[config.mk]
export PLATFORM = sky130hd
export DESIGN_NAME = pacman_tile_fetch_flat
export DESIGN_NICKNAME = d
export VERILOG_FILES = /design/src/rtl/pacman_video_pkg.sv /design/src/rtl/pacman_tile_fetch_if.sv /design/src/rtl/tile_fifo.sv /design/src/rtl/pacman_tile_fetch.sv /design/src/flat_wrapper.sv
export SDC_FILE = /design/constraint.sdc
export NUM_CORES = 1
export LEC_CHECK = 0
export ABC_AREA = 1
export BUFFER_PORTS_ARGS = -buffer_cell sky130_fd_sc_hd__buf_2
export CAP_MARGIN = 5
export CORE_ASPECT_RATIO = 1.2
export CORE_MARGIN = 5
export CORE_UTILIZATION = 30
export CTS_CLUSTER_DIAMETER = 40
export DETAILED_ROUTE_END_ITERATION = 8
export GPL_ROUTABILITY_DRIVEN = 0
export GPL_TIMING_DRIVEN = 0
export SYNTH_ARGS = -nofsm -noshare
export SYNTH_HDL_FRONTEND = slang
export SYNTH_SLANG_ARGS = --single-unit
[constraint.sdc]
create_clock -name clk -period 7.4 [get_ports clk]
set_clock_uncertainty 0.05 [all_clocks]
set_input_delay 0.37 -clock clk [delete_from_list [all_inputs] [get_ports clk]]
set_output_delay 0.37 -clock clk [all_outputs]
set_load 0.05 [all_outputs]
[src/rtl/pacman_video_pkg.sv]
// Shared Pacman video constants, FIFO entry type, fetch FSM states and the
// tile-to-frame-buffer address mapping.
package pacman_video_pkg;

    localparam int          TILE_COLS = 28;
    localparam int          TILE_ROWS = 36;
    localparam logic [15:0] FB_BASE   = 16'h4000;
    localparam logic [15:0] COLOR_OFS = 16'h0400;

    typedef struct packed {
        logic [7:0] code;
        logic [7:0] color;
        logic [4:0] col;
        logic [5:0] row;
    } tile_entry_t;

    typedef enum logic [1:0] {
        IDLE,
        FETCH,
        DRAIN
    } fetch_state_t;

    // Screen columns run right-to-left in video RAM; the top and bottom two
    // rows are stored row-major, the playfield column-major.
    function automatic logic [15:0] tile_addr(input logic [4:0] col, input logic [5:0] row);
        logic [15:0] c;
        logic [15:0] r;
        logic [15:0] ofs;
        c = 16'(TILE_COLS - 1) - {11'b0, col};
        r = {10'b0, row};
        if (r < 16'd2) begin
            ofs = 16'h03C2 + (r << 5) + c;
        end else if (r < 16'd34) begin
            ofs = 16'h0040 + (c << 5) + (r - 16'd2);
        end else begin
            ofs = 16'h0002 + ((r - 16'd34) << 5) + c;
        end
        return FB_BASE + ofs;
    endfunction

endpackage

[src/rtl/pacman_tile_fetch_if.sv]
// Frame-buffer request and tile-stream bundle of pacman_tile_fetch.
// TILE_FETCH_OVERRUN_EN adds the overrun_cnt status field.
interface pacman_tile_fetch_if;

    logic        frame_start;
    logic [15:0] gpu_addr_out1;
    logic [15:0] gpu_addr_out2;
    logic [7:0]  fb_douta;
    logic [7:0]  fb_doutb;
    logic        tile_valid;
    logic        tile_ready;
    logic [7:0]  tile_code;
    logic [7:0]  tile_color;
    logic [4:0]  tile_col;
    logic [5:0]  tile_row;
    logic        frame_busy;
    logic        frame_done;
`ifdef TILE_FETCH_OVERRUN_EN
    logic [7:0]  overrun_cnt;
`endif

    modport master (
        input  frame_start, fb_douta, fb_doutb, tile_ready,
        output gpu_addr_out1, gpu_addr_out2, tile_valid, tile_code, tile_color,
               tile_col, tile_row, frame_busy, frame_done
`ifdef TILE_FETCH_OVERRUN_EN
        , output overrun_cnt
`endif
    );

    modport slave (
        output frame_start, fb_douta, fb_doutb, tile_ready,
        input  gpu_addr_out1, gpu_addr_out2, tile_valid, tile_code, tile_color,
               tile_col, tile_row, frame_busy, frame_done
`ifdef TILE_FETCH_OVERRUN_EN
        , input overrun_cnt
`endif
    );

endinterface

[src/rtl/tile_fifo.sv]
// Synchronous first-word-fall-through FIFO of tile entries with occupancy count.
module tile_fifo
    import pacman_video_pkg::*;
#(
    parameter int unsigned DEPTH = 8
) (
    input  logic                         clk,
    input  logic                         reset,
    input  logic                         push,
    input  tile_entry_t                  din,
    input  logic                         pop,
    output tile_entry_t                  dout,
    output logic                         valid,
    output logic [$clog2(DEPTH+1)-1:0]   count
);

    localparam int unsigned AW = $clog2(DEPTH);
    localparam int unsigned CW = $clog2(DEPTH + 1);

    tile_entry_t   mem_q [DEPTH];
    logic [AW-1:0] wr_ptr_q, wr_ptr_d;
    logic [AW-1:0] rd_ptr_q, rd_ptr_d;
    logic [CW-1:0] count_q, count_d;
    logic          do_push;
    logic          do_pop;

    // A pop frees a slot in the same cycle, so push-on-full is accepted with it.
    always_comb begin
        do_pop   = pop && (count_q != '0);
        do_push  = push && ((count_q != CW'(DEPTH)) || do_pop);
        wr_ptr_d = wr_ptr_q + AW'(do_push);
        rd_ptr_d = rd_ptr_q + AW'(do_pop);
        count_d  = count_q + CW'(do_push) - CW'(do_pop);
    end

    always_ff @(posedge clk or posedge reset) begin
        if (reset) begin
            wr_ptr_q <= '0;
            rd_ptr_q <= '0;
            count_q  <= '0;
        end else begin
            wr_ptr_q <= wr_ptr_d;
            rd_ptr_q <= rd_ptr_d;
            count_q  <= count_d;
        end
    end

    always_ff @(posedge clk) begin
        if (do_push) begin
            mem_q[wr_ptr_q] <= din;
        end
    end

    assign valid = (count_q != '0);
    assign dout  = valid ? mem_q[rd_ptr_q] : '0;
    assign count = count_q;

endmodule

[src/rtl/pacman_tile_fetch.sv]
// Scans the 28x36 tile map each frame, reads code/colour bytes from the frame
// buffer and queues them for the renderer. TILE_FETCH_OVERRUN_EN adds overrun_cnt.
module pacman_tile_fetch
    import pacman_video_pkg::*;
#(
    parameter int unsigned FIFO_DEPTH = 8,
    parameter int unsigned RD_LAT     = 1
) (
    input  logic                 clk,
    input  logic                 reset,
    pacman_tile_fetch_if.master  bus
);

    localparam int unsigned CW = $clog2(FIFO_DEPTH + 1);

    fetch_state_t               state_q, state_d;
    logic [4:0]                 col_q, col_d;
    logic [5:0]                 row_q, row_d;
    logic                       issue_q, issue_d;
    logic [15:0]                addr1_q, addr1_d;
    logic [15:0]                addr2_q, addr2_d;
    logic [10:0]                tag_q, tag_d;
    logic [RD_LAT-1:0]          pvld_q, pvld_d;
    logic [RD_LAT-1:0][10:0]    ptag_q, ptag_d;
    logic                       busy_q, busy_d;
    logic                       done_q, done_d;

    logic [CW-1:0]              fifo_count;
    logic [CW-1:0]              inflight;
    logic [CW-1:0]              occ_next;
    logic                       head_valid;
    logic                       pop;
    tile_entry_t                cap_entry;
    tile_entry_t                head;

    always_comb begin
        state_d = state_q;
        col_d   = col_q;
        row_d   = row_q;
        issue_d = 1'b0;
        addr1_d = '0;
        addr2_d = '0;
        tag_d   = tag_q;
        busy_d  = busy_q;
        done_d  = 1'b0;

        pop = head_valid && bus.tile_ready;

        // Slots already promised: FIFO contents plus every read still in the
        // address/latency pipeline, less the entry leaving this cycle.
        inflight = CW'(issue_q);
        for (int unsigned i = 0; i < RD_LAT; i++) begin
            inflight = inflight + CW'(pvld_q[i]);
        end
        occ_next = fifo_count + inflight - CW'(pop);

        case (state_q)
            FETCH: begin
                if (occ_next < CW'(FIFO_DEPTH)) begin
                    issue_d = 1'b1;
                    addr1_d = tile_addr(col_q, row_q);
                    addr2_d = tile_addr(col_q, row_q) + COLOR_OFS;
                    tag_d   = {col_q, row_q};
                    if (col_q == 5'(TILE_COLS - 1)) begin
                        col_d = '0;
                        if (row_q == 6'(TILE_ROWS - 1)) begin
                            row_d   = '0;
                            state_d = DRAIN;
                        end else begin
                            row_d = row_q + 6'd1;
                        end
                    end else begin
                        col_d = col_q + 5'd1;
                    end
                end
            end
            DRAIN: begin
                // busy stays up through the done pulse so a coincident
                // frame_start is still treated as arriving mid-frame.
                if (done_q) begin
                    state_d = IDLE;
                    busy_d  = 1'b0;
                end else if (occ_next == '0) begin
                    done_d = 1'b1;
                end
            end
            default: begin
                if (bus.frame_start) begin
                    state_d = FETCH;
                    col_d   = '0;
                    row_d   = '0;
                    busy_d  = 1'b1;
                end
            end
        endcase

        pvld_d[0] = issue_q;
        ptag_d[0] = tag_q;
        for (int unsigned i = 1; i < RD_LAT; i++) begin
            pvld_d[i] = pvld_q[i-1];
            ptag_d[i] = ptag_q[i-1];
        end
    end

    always_ff @(posedge clk or posedge reset) begin
        if (reset) begin
            state_q <= IDLE;
            col_q   <= '0;
            row_q   <= '0;
            issue_q <= 1'b0;
            addr1_q <= '0;
            addr2_q <= '0;
            tag_q   <= '0;
            pvld_q  <= '0;
            ptag_q  <= '0;
            busy_q  <= 1'b0;
            done_q  <= 1'b0;
        end else begin
            state_q <= state_d;
            col_q   <= col_d;
            row_q   <= row_d;
            issue_q <= issue_d;
            addr1_q <= addr1_d;
            addr2_q <= addr2_d;
            tag_q   <= tag_d;
            pvld_q  <= pvld_d;
            ptag_q  <= ptag_d;
            busy_q  <= busy_d;
            done_q  <= done_d;
        end
    end

    assign cap_entry = {bus.fb_douta, bus.fb_doutb, ptag_q[RD_LAT-1]};

    tile_fifo #(
        .DEPTH (FIFO_DEPTH)
    ) u_fifo (
        .clk   (clk),
        .reset (reset),
        .push  (pvld_q[RD_LAT-1]),
        .din   (cap_entry),
        .pop   (pop),
        .dout  (head),
        .valid (head_valid),
        .count (fifo_count)
    );

    assign bus.gpu_addr_out1 = addr1_q;
    assign bus.gpu_addr_out2 = addr2_q;
    assign bus.tile_valid    = head_valid;
    assign bus.tile_code     = head.code;
    assign bus.tile_color    = head.color;
    assign bus.tile_col      = head.col;
    assign bus.tile_row      = head.row;
    assign bus.frame_busy    = busy_q;
    assign bus.frame_done    = done_q;

`ifdef TILE_FETCH_OVERRUN_EN
    logic [7:0] ovr_q, ovr_d;

    always_comb begin
        ovr_d = ovr_q;
        if (bus.frame_start && busy_q && (ovr_q != 8'hFF)) begin
            ovr_d = ovr_q + 8'd1;
        end
    end

    always_ff @(posedge clk or posedge reset) begin
        if (reset) begin
            ovr_q <= '0;
        end else begin
            ovr_q <= ovr_d;
        end
    end

    assign bus.overrun_cnt = ovr_q;
`endif

endmodule

[src/flat_wrapper.sv]
// flat-port wrapper written by rule: the top's interface ports become plain ports
module pacman_tile_fetch_flat import pacman_video_pkg::*;
#(
    parameter int unsigned FIFO_DEPTH = 8,
    parameter int unsigned RD_LAT     = 1
)
  (clk, reset, bus_frame_start, bus_fb_douta, bus_fb_doutb, bus_tile_ready, bus_gpu_addr_out1, bus_gpu_addr_out2, bus_tile_valid, bus_tile_code, bus_tile_color, bus_tile_col, bus_tile_row, bus_frame_busy, bus_frame_done);
  pacman_tile_fetch_if bus_i ();
  input  logic clk;
  input  logic reset;
  input wire logic [$bits(bus_i.frame_start)-1:0] bus_frame_start;
  input wire logic [$bits(bus_i.fb_douta)-1:0] bus_fb_douta;
  input wire logic [$bits(bus_i.fb_doutb)-1:0] bus_fb_doutb;
  input wire logic [$bits(bus_i.tile_ready)-1:0] bus_tile_ready;
  output wire logic [$bits(bus_i.gpu_addr_out1)-1:0] bus_gpu_addr_out1;
  output wire logic [$bits(bus_i.gpu_addr_out2)-1:0] bus_gpu_addr_out2;
  output wire logic [$bits(bus_i.tile_valid)-1:0] bus_tile_valid;
  output wire logic [$bits(bus_i.tile_code)-1:0] bus_tile_code;
  output wire logic [$bits(bus_i.tile_color)-1:0] bus_tile_color;
  output wire logic [$bits(bus_i.tile_col)-1:0] bus_tile_col;
  output wire logic [$bits(bus_i.tile_row)-1:0] bus_tile_row;
  output wire logic [$bits(bus_i.frame_busy)-1:0] bus_frame_busy;
  output wire logic [$bits(bus_i.frame_done)-1:0] bus_frame_done;
  assign bus_i.frame_start = bus_frame_start;
  assign bus_i.fb_douta = bus_fb_douta;
  assign bus_i.fb_doutb = bus_fb_doutb;
  assign bus_i.tile_ready = bus_tile_ready;
  assign bus_gpu_addr_out1 = bus_i.gpu_addr_out1;
  assign bus_gpu_addr_out2 = bus_i.gpu_addr_out2;
  assign bus_tile_valid = bus_i.tile_valid;
  assign bus_tile_code = bus_i.tile_code;
  assign bus_tile_color = bus_i.tile_color;
  assign bus_tile_col = bus_i.tile_col;
  assign bus_tile_row = bus_i.tile_row;
  assign bus_frame_busy = bus_i.frame_busy;
  assign bus_frame_done = bus_i.frame_done;
  pacman_tile_fetch #(.FIFO_DEPTH(FIFO_DEPTH), .RD_LAT(RD_LAT)) u_core (.clk(clk), .reset(reset), .bus(bus_i));
endmodule
==> results.cfg, run 1 <==
[clock_network]
cts-resized-gates = 0
cts_tree = yes
cts_root_buffer = clkbuf_16
path_clk_slew_ps = 60
cts_made_buffers = 35
clk_path_buf_depth = 3
post_cts_buffers = 0
clock_latency_ps = 530
cts_sinks = 287
cts_hold_buf = 1
htree_levels = 2

[critical_path]
slowest_delay_ps = 410
worstPathCellList = inv_1 > ha_1 > nand2_2 > nor2_4 > nand2_2 > nand2_4 > buf_2 > ha_1 > ha_1 > inv_1 > fa_1 > inv_1 > a21oi_1 > nor2_1 > nor2_1 > nand2_1 > nand2_1 > ha_1 > nand3_1 > nand2_1 > inv_1 > nor2_1
path_class = register to register
startpoint_type = register
cp_max_fo = 10
cp_slowest_cell = fa_1
critPathCaptureType = register
required_ps = 7770
crit_arrival_ps = 3940
critPathBufInv = 5
cp_top_family = adder cells

[floorplan]
die_h_um = 237
core-area_um2 = 42600
io_pins = 82
initial_core_util_pct = 30.1
die_width_um = 199
die-area_um2 = 47000
rows = 83

[yosys]
syn_inst = 1188
avgSynthCellArea_um2 = 10.8
yosys.cell_types.count = 40
synth_compound_area_share_pct = 10.8
synth_flop_cell = edfxtp_1
synth_xor_area_share_pct = 0.955
synth_mux_area_share_pct = 0.0877
yosys.area_share.simple_pct = 13.5
ys_warn_count = 0
synthesis.area_um2 = 12800
seq_area_frac_synth_pct = 64.4
synth_top_family_by_area = simple AND/OR/NAND/NOR gates
ys_ff_latch = 287
synth-async-reset-ratio_pct = 24.7
synth_fa_ha_area_share_pct = 5.15
syn_nets = 1259
synth_edf_count = 216

[sta]
final-hold-violation-count = 0
period_needed_ps = 3570
slew_viol_final = 0
setup_viol = 0
maxSlewHeadroom_pct = 30.3
tns_ps = 0
rsz0062_at_grt = no
tightest_slew_ps = 1040
fin_crit_sh_pct = 48.3
fmax_mhz = 280

[layout]
num-nets-final = 1385
antenna_cells = 0
drive_gt1_share_pct = 15.0
area_delta_synth_final_pct = 19.8

[grt]
grt_pass1_wl_mm = 50.6
grt_max_degree = 68
first_global_vias = 9255
overflow = 0
grtUsageTotal_pct = 13.5
antenna_found_initial = 1

[drt]
drt-initial-drc-count = 489
remaining_drc_errors = 0
vias = 8960
via_per_inst = 4.74
drt_pass1_iterations = 4
drt-total-wl_mm = 32.2
ant_nets = 0
wl_per_cell_um = 17.0

[run]
maxCapViolCount = 0

[placement]
port_buffers = 81
dpl.hpwl_mm = 22.3

[status]
status = completed

[hold_path]
min_path_type = input pin to register
metal layers:
layer	wire length [um]	part of all wire, %	track usage [%]	up-vias
li1	-	-	-	4369
met3	1510	4.7	2.31	61
met5	13	0.040	0	-
met2	17000	53	25.1	227
met4	890	2.8	4.31	2
met1	12800	40	15.8	4301
cell usage after synthesis, types with 11 or more instances:
cell / number / area, um2
a31oi_1: 29 / 181
o22ai_1: 27 / 169
inv_1: 92 / 345
nand3_1: 35 / 175
nand4_1: 11 / 68.8
dfrtp_1: 71 / 1780
xor2_1: 11 / 96.3
buf_4: 11 / 82.6
ha_1: 48 / 601
a21oi_1: 26 / 130
nand2_1: 126 / 473
nor2_1: 218 / 818
clkbuf_1: 36 / 135
o21ai_0: 155 / 776
o21ai_1: 11 / 55.1
edfxtp_1: 216 / 6490
cell families after synthesis:
| group | after synthesis |
|---|---|
| compound gates | 257 |
| mux | 1 |
| simple gates | 417 |
| flops | 287 |
| buf+inv | 161 |
| xor+xnor | 14 |
| fa+ha+maj | 51 |
final timing paths:
| path | startpoint | to | slack [ps] | cells past startpoint |
|---|---|---|---|---|
| worst max-delay path | u_core.row_q[1] | u_core.bus.gpu_addr_out2[14] | 3830 | 22 |
| worst max register to register | u_core.row_q[1] | u_core.bus.gpu_addr_out2[14] | 3830 | 22 |
| max in group asynchronous | reset | u_core.u_fifo.count[0] | 6530 | 4 |
| min in group asynchronous | reset | u_core.bus.gpu_addr_out1[4] | 210 | 3 |
| worst min register to register | u_core.ptag_d[9] | u_core.ptag_q[9] | 310 | 0 |
| worst min-delay path | bus_fb_douta[7] | u_core.u_fifo.mem_q[6][26] | 60 | 1 |
flip-flops by register name (all words and copies together) (netlist names):
name and count:
u_core.ptag_q 11, u_core.issue_q 1, u_core.bus.frame_done 1, u_core.state_q 2, u_core.u_fifo.wr_ptr_q 3, u_core.col_q 5, u_core.row_q 6, u_core.bus.gpu_addr_out2 6
u_core.bus.frame_busy 1, u_core.bus.gpu_addr_out1 16, u_core.u_fifo.mem_q 216, u_core.u_fifo.count 4, u_core.ptag_d 11, u_core.pvld_q 1, u_core.u_fifo.rd_ptr_q 3
per-stage QoR:
stage,hold slack (ps),util (%),cells,instance area [um2],worst slack (ps)
CTS,34.1,36.1,1892,15400,3810
finish,61.0,36.1,1892,15400,3830
global route,55.5,36.1,1892,15400,3490
detailed placement,209,33.3,1828,14200,3820
global placement,310,32.7,1821,13900,3390
floorplan,304,-,1188,12800,4370
final cells by class:
class | instances | area [um2]
inverters | 101 | 382
clock buffers | 38 | 887
repair buffers | 89 | 601
plain buffers | 60 | 283
multi-input cells | 740 | 3970
well taps | 552 | 691
clock inverters | 25 | 299
flip-flops and latches | 287 | 8260
fillers | 4099 | 27200
layout by cell type (no fill, tap or decap), types with 3 or more instances in the layout:
| cell | count |
|---|---|
| buf_2 | 88 |
| clkbuf_1 | 39 |
| edfxtp_1 | 216 |
| inv_1 | 91 |
| a21oi_1 | 26 |
| fa_1 | 3 |
| buf_1 | 5 |
| nand2_1 | 126 |
| nand4_1 | 11 |
| inv_6 | 3 |
| buf_4 | 11 |
| xnor2_1 | 3 |
| clkinv_4 | 3 |
| inv_2 | 7 |
| bufinv_16 | 3 |
| nand3_1 | 35 |
| nand3_2 | 4 |
| nor3_1 | 5 |
| dfrtp_1 | 71 |
| a31oi_1 | 29 |
| clkinv_2 | 5 |
| nor2_4 | 9 |
| o21ai_0 | 155 |
| clkinv_8 | 5 |
| o21ai_1 | 11 |
| clkbuf_16 | 35 |
| a211oi_1 | 3 |
| ha_1 | 48 |
| xor2_1 | 11 |
| clkinv_1 | 5 |
| buf_16 | 6 |
| o22ai_1 | 27 |
| nand2_2 | 8 |
| nor2_1 | 210 |
Power of run 1 is left out: the tool's default activity adds up to more than one toggle a clock period on the data nets, which glitch-free logic cannot reach.
==> run 2, diff against run 1 <==
clock period = 2.9 ns   (was 7.4 ns; I/O delays follow)
==> run 2 against run 1 <==
The flow now finishes with violations (negative setup slack). Setup slack got worse by 3900 ps. Final cell count rose by 2.9%. Global-route usage rose by 0.22 points. Clock-buffer cell count rose by 3. Register-to-register slack got worse by 3900 ps. Die area did not move. Wire length rose by 2.4%.
==> results.cfg, run 2 (synthesis results as in run 1) <==
[status]
status = finished, violations left
violations = negative setup slack

[sta]
fmax_mhz = 335
slew_viol_final = 0
setup_viol = 5
period_needed_ps = 2990
setup_slack_ps = -85.5
whs_ps = 30.0
tightest_slew_ps = 940
final-hold-violation-count = 0
maxSlewHeadroom_pct = 37.2
fin_crit_sh_pct = 103
rsz0062_at_grt = yes

[drt]
via_per_inst = 4.77
drt-total-wl_mm = 33.0
ant_nets = 0
vias = 9287
remaining_drc_errors = 0
wl_per_cell_um = 16.9
drt-initial-drc-count = 673
drt_pass1_iterations = 5

[layout]
num-nets-final = 1439
drive_gt1_share_pct = 23.8
final_common_cell = edfxtp_1
multi_input_area_um2 = 4350
instances_no_fill = 1947
largest_reg_flops = 216
mostFrequentLayoutCells = edfxtp_1 (216), nor2_1 (201), o21ai_0 (154)
regArea_um2 = 8270
fillCellCount = 4072
largest-register = u_core.u_fifo.mem_q
antenna_cells = 0
area_delta_synth_final_pct = 26.5

[critical_path]
worstSetupPathDepth = 22
worstPathCellList = inv_2 > ha_4 > nand2_4 > nor2_4 > inv_2 > nand2_4 > nand2_8 > buf_6 > ha_4 > ha_4 > inv_2 > fa_2 > inv_2 > a21oi_4 > nor2_1 > nor2_1 > nand2_1 > nand2_2 > ha_4 > nand3_4 > o21ai_2 > nor2_1
cp_slowest_cell = dfrtp_1
required_ps = 3260
reg2regPathDepth = 22
crit_arrival_ps = 3350
slowest_delay_ps = 400
critPathBufInv = 5
cp_top_family = simple AND/OR/NAND/NOR gates
cp_max_fo = 6
r2r-start = u_core.row_q[2]
critPathCaptureType = register
r2r_slack_ps = -90
startpoint_type = register
path_class = register to register
timing.rr.end = u_core.bus.gpu_addr_out2[14]

[clock_network]
cts_made_buffers = 36
cts_sinks = 287
cts_root_buffer = clkbuf_16
clock_latency_ps = 520
cts_tree = yes
htree_levels = 2
path_clk_slew_ps = 60
clk_path_buf_depth = 3

[grt]
antenna_found_initial = 1
grt_pass1_wl_mm = 51.3
grt_max_degree = 61
overflow = 0
first_global_vias = 9346
grtUsageTotal_pct = 13.8

[floorplan]
rows = 83
core-area_um2 = 42600
die-area_um2 = 47000
die_h_um = 237
io_pins = 82
initial_core_util_pct = 30.1
die_width_um = 199

[placement]
port_buffers = 81
dpl.hpwl_mm = 22.1
placedCellCount = 1827
pre_cts_slack_ps = -500

[run]
maxCapViolCount = 0

[hold_path]
min_path_type = input pin to asynchronous set/reset pin
run 2: cell count changes in the layout (fill, tap and decap cells not counted), sizes merged:
cell / change
buf: +31
dlygate4sd3: +17
inv: +4
clkbuf: +8
clkinv: -8
clkinvlp: +5
bufinv: -2
run 2: metrics by stage:
step / util [%] / setup TNS [ps] / area (um2)
2_1_floorplan: - / 0 / 12900
3_3_place_gp: 32.8 / -233340 / 14000
3_5_place_dp: 33.3 / -4170 / 14200
4_1_cts: 37.4 / -210 / 15900
5_1_grt: 38.1 / -993 / 16200
6_report: 38.1 / -229 / 16200
run 2: what timing repair did:
| action | 4_1_cts | 5_1_grt |
|---|---|---|
| hold endpoints to repair | 200 | 0 |
| hold buffers | 18 | 0 |
| pin swaps | 25 | 35 |
| buffers inserted | 25 | 11 |
| setup endpoints to repair | 59 | 70 |
| gates resized for setup | 73 | 78 |
| cloned | 0 | 1 |
run 2: worst register-to-register path, delay by kind of cell (launching register included):
family	cells	cell delay [ps]
fa+ha+maj	5	860
compound gates	2	290
simple gates	10	900
buf+inv	5	400
flops	1	400
run 2: area by class of cell:
cell class | count | area share, %
buffer | 60 | 2.11
sequential | 287 | 50.9
multi-input combinational | 740 | 26.8
inverter | 101 | 2.51
tap | 552 | 4.25
timing repair buffer | 142 | 6.42
clock buffer | 41 | 5.79
clock inverter | 24 | 1.23
run 2: worst max path at each step:
| stage | start | to | slack, ps |
|---|---|---|---|
| global placement | u_core.u_fifo.count[2] | u_core.u_fifo.mem_q[3][15] | -1180 |
| global route | u_core.row_q[2] | u_core.bus.gpu_addr_out2[14] | -200 |
| detailed placement | u_core.row_q[1] | u_core.bus.gpu_addr_out2[14] | -500 |
| finish | u_core.row_q[2] | u_core.bus.gpu_addr_out2[14] | -90 |
| floorplan | u_core.row_q[2] | u_core.bus.gpu_addr_out2[14] | 10 |
| CTS | u_core.row_q[2] | u_core.bus.gpu_addr_out2[14] | -70 |
run 2: metal layers:
| layer | part of all wire, % | GRT usage, % | wire [um] |
|---|---|---|---|
| met3 | 5.4 | 2.38 | 1770 |
| met2 | 52 | 25.1 | 17300 |
| met4 | 2.5 | 4.42 | 817 |
| met1 | 40 | 16.4 | 13100 |
| met5 | 0.039 | 0 | 13 |
Power of run 2 is left out for the same reason.
==> run 3, diff against run 2 <==
CORE_MARGIN = 2   (was 5)
SETUP_SLACK_MARGIN = 0.05   (was unset)
==> run 3 against run 2 <==
The run still ends with negative setup slack left. Non-clock buffer count is 9 higher. Core utilization is 0.58 points higher. Critical path depth stayed put. Cell area is 1.3% higher. Via count is 0.28% higher. Final cell count is 0.51% higher. Wire length is 0.73% lower. Die area is 5.5% lower. Global-route usage is 1.1 points higher.
==> results.cfg, run 3 (synthesis results as in run 1) <==
[critical_path]
reg2regPathDepth = 22
startpoint_type = register
critPathBufInv = 5
cp_slowest_cell = dfrtp_2
timing.rr.end = u_core.bus.gpu_addr_out2[14]
r2r_slack_ps = -70
worstPathCellList = inv_2 > ha_4 > nand2_4 > nor2_4 > inv_2 > nand2_4 > nand2_8 > buf_8 > ha_4 > ha_4 > inv_2 > fa_2 > inv_2 > a21oi_2 > nor2_1 > nor2_1 > nand2_1 > nand2_2 > ha_4 > nand3_2 > o21ai_1 > nor2_1
path_class = register to register
r2r-start = u_core.row_q[2]
slowest_delay_ps = 440
cp_max_fo = 4
critPathCaptureType = register
cp_top_family = adder cells
crit_arrival_ps = 3320
required_ps = 3250

[drt]
remaining_drc_errors = 0
drt-initial-drc-count = 531
vias = 9313
via_per_inst = 4.76
ant_nets = 0
drt-total-wl_mm = 32.7
drt_pass1_iterations = 6
wl_per_cell_um = 16.7

[sta]
final-hold-violation-count = 0
fin_crit_sh_pct = 102
rsz0062_at_grt = yes
tightest_slew_ps = 990
fmax_mhz = 337
tns_ps = -87.8
setup_slack_ps = -68.5
setup_viol = 2
period_needed_ps = 2970
slew_viol_final = 0
maxSlewHeadroom_pct = 33.9

[clock_network]
cts_tree = yes
cts_made_buffers = 36
clk_path_buf_depth = 3
cts_sinks = 287
htree_levels = 2
clock_latency_ps = 510
cts_root_buffer = clkbuf_16
path_clk_slew_ps = 60

[layout]
mostFrequentLayoutCells = edfxtp_1 (216), nor2_1 (204), o21ai_0 (153)
drive_gt1_share_pct = 24.7
final_common_cell = edfxtp_1
area_delta_synth_final_pct = 28.1
num-nets-final = 1448
antenna_cells = 0
fin_util_pct = 38.7
largest-register = u_core.u_fifo.mem_q
largest_reg_flops = 216

[grt]
grt_max_degree = 53
first_global_vias = 9567
overflow = 0
grtUsageTotal_pct = 14.8
antenna_found_initial = 1
grt_pass1_wl_mm = 51.1

[status]
violations = negative setup slack
status = finished, violations left

[floorplan]
die-area_um2 = 44500
io_pins = 82
core-area_um2 = 42500
die_width_um = 193
rows = 83
initial_core_util_pct = 30.2
die_h_um = 231

[placement]
port_buffers = 81
dpl.hpwl_mm = 21.8

[hold_path]
hold_path.startpoint = bus_frame_start
min_path_type = input pin to register
holdPathStages = 4
min_to = u_core.state_q[1]

[run]
maxCapViolCount = 0
[run 3: what timing repair did]
action                                  in CTS  in global routing
pin swaps                                   28                 24
hold buffers                                17                  1
hold endpoints to repair                   199                  1
endpoints found under the setup margin      68                 72
gates resized for setup                     80                 63
buffers inserted                            31                 13
cloned                                       0                  1
[run 3: worst min-delay path, cell delays in order]
cell     delay (ps)
buf_2            90
o21ai_0          90
nor2_1          180
a21oi_1          60
[run 3: how the worst max path moves through the flow]
stage,slack [ps],startpoint,endpoint,depth (start not counted)
after global routing,-220,u_core.row_q[3],u_core.bus.gpu_addr_out2[15],22
final,-70,u_core.row_q[2],u_core.bus.gpu_addr_out2[14],22
after global placement,-1130,u_core.u_fifo.count[2],u_core.u_fifo.mem_q[1][7],7
after floorplan,60,u_core.row_q[1],u_core.bus.gpu_addr_out2[14],22
after CTS,-20,u_core.row_q[3],u_core.bus.gpu_addr_out2[15],22
after detailed placement,-400,u_core.row_q[1],u_core.bus.gpu_addr_out2[14],20
[run 3: layout make-up]
cell class	count	area [um2]
fillers	4034	26000
flip-flops and latches	287	8270
well taps	552	691
inverters	101	403
clock buffers	42	945
plain buffers	60	360
clock inverters	24	305
multi-input cells	740	4350
repair buffers	151	1130
[run 3: routing by layer]
metal	GRT usage (%)	vias up	part of all wire (%)
li1	-	4499	-
met5	0	-	0.040
met2	27.5	243	53
met4	6.70	2	3.6
met1	16.6	4490	39
met3	2.08	79	4.7
[run 3: metrics by stage]
stage               hold WS [ps]  worst slack, ps  cells  instance area (um2)
finish                      39.7            -68.5   1957                16400
floorplan                    194             58.3   1188                12900
global placement             311            -1130   1821                14000
detailed placement          73.5             -398   1828                14200
CTS                         3.06            -22.9   1942                16100
global route                76.8             -219   1957                16400
Power of run 3 is left out for the same reason.
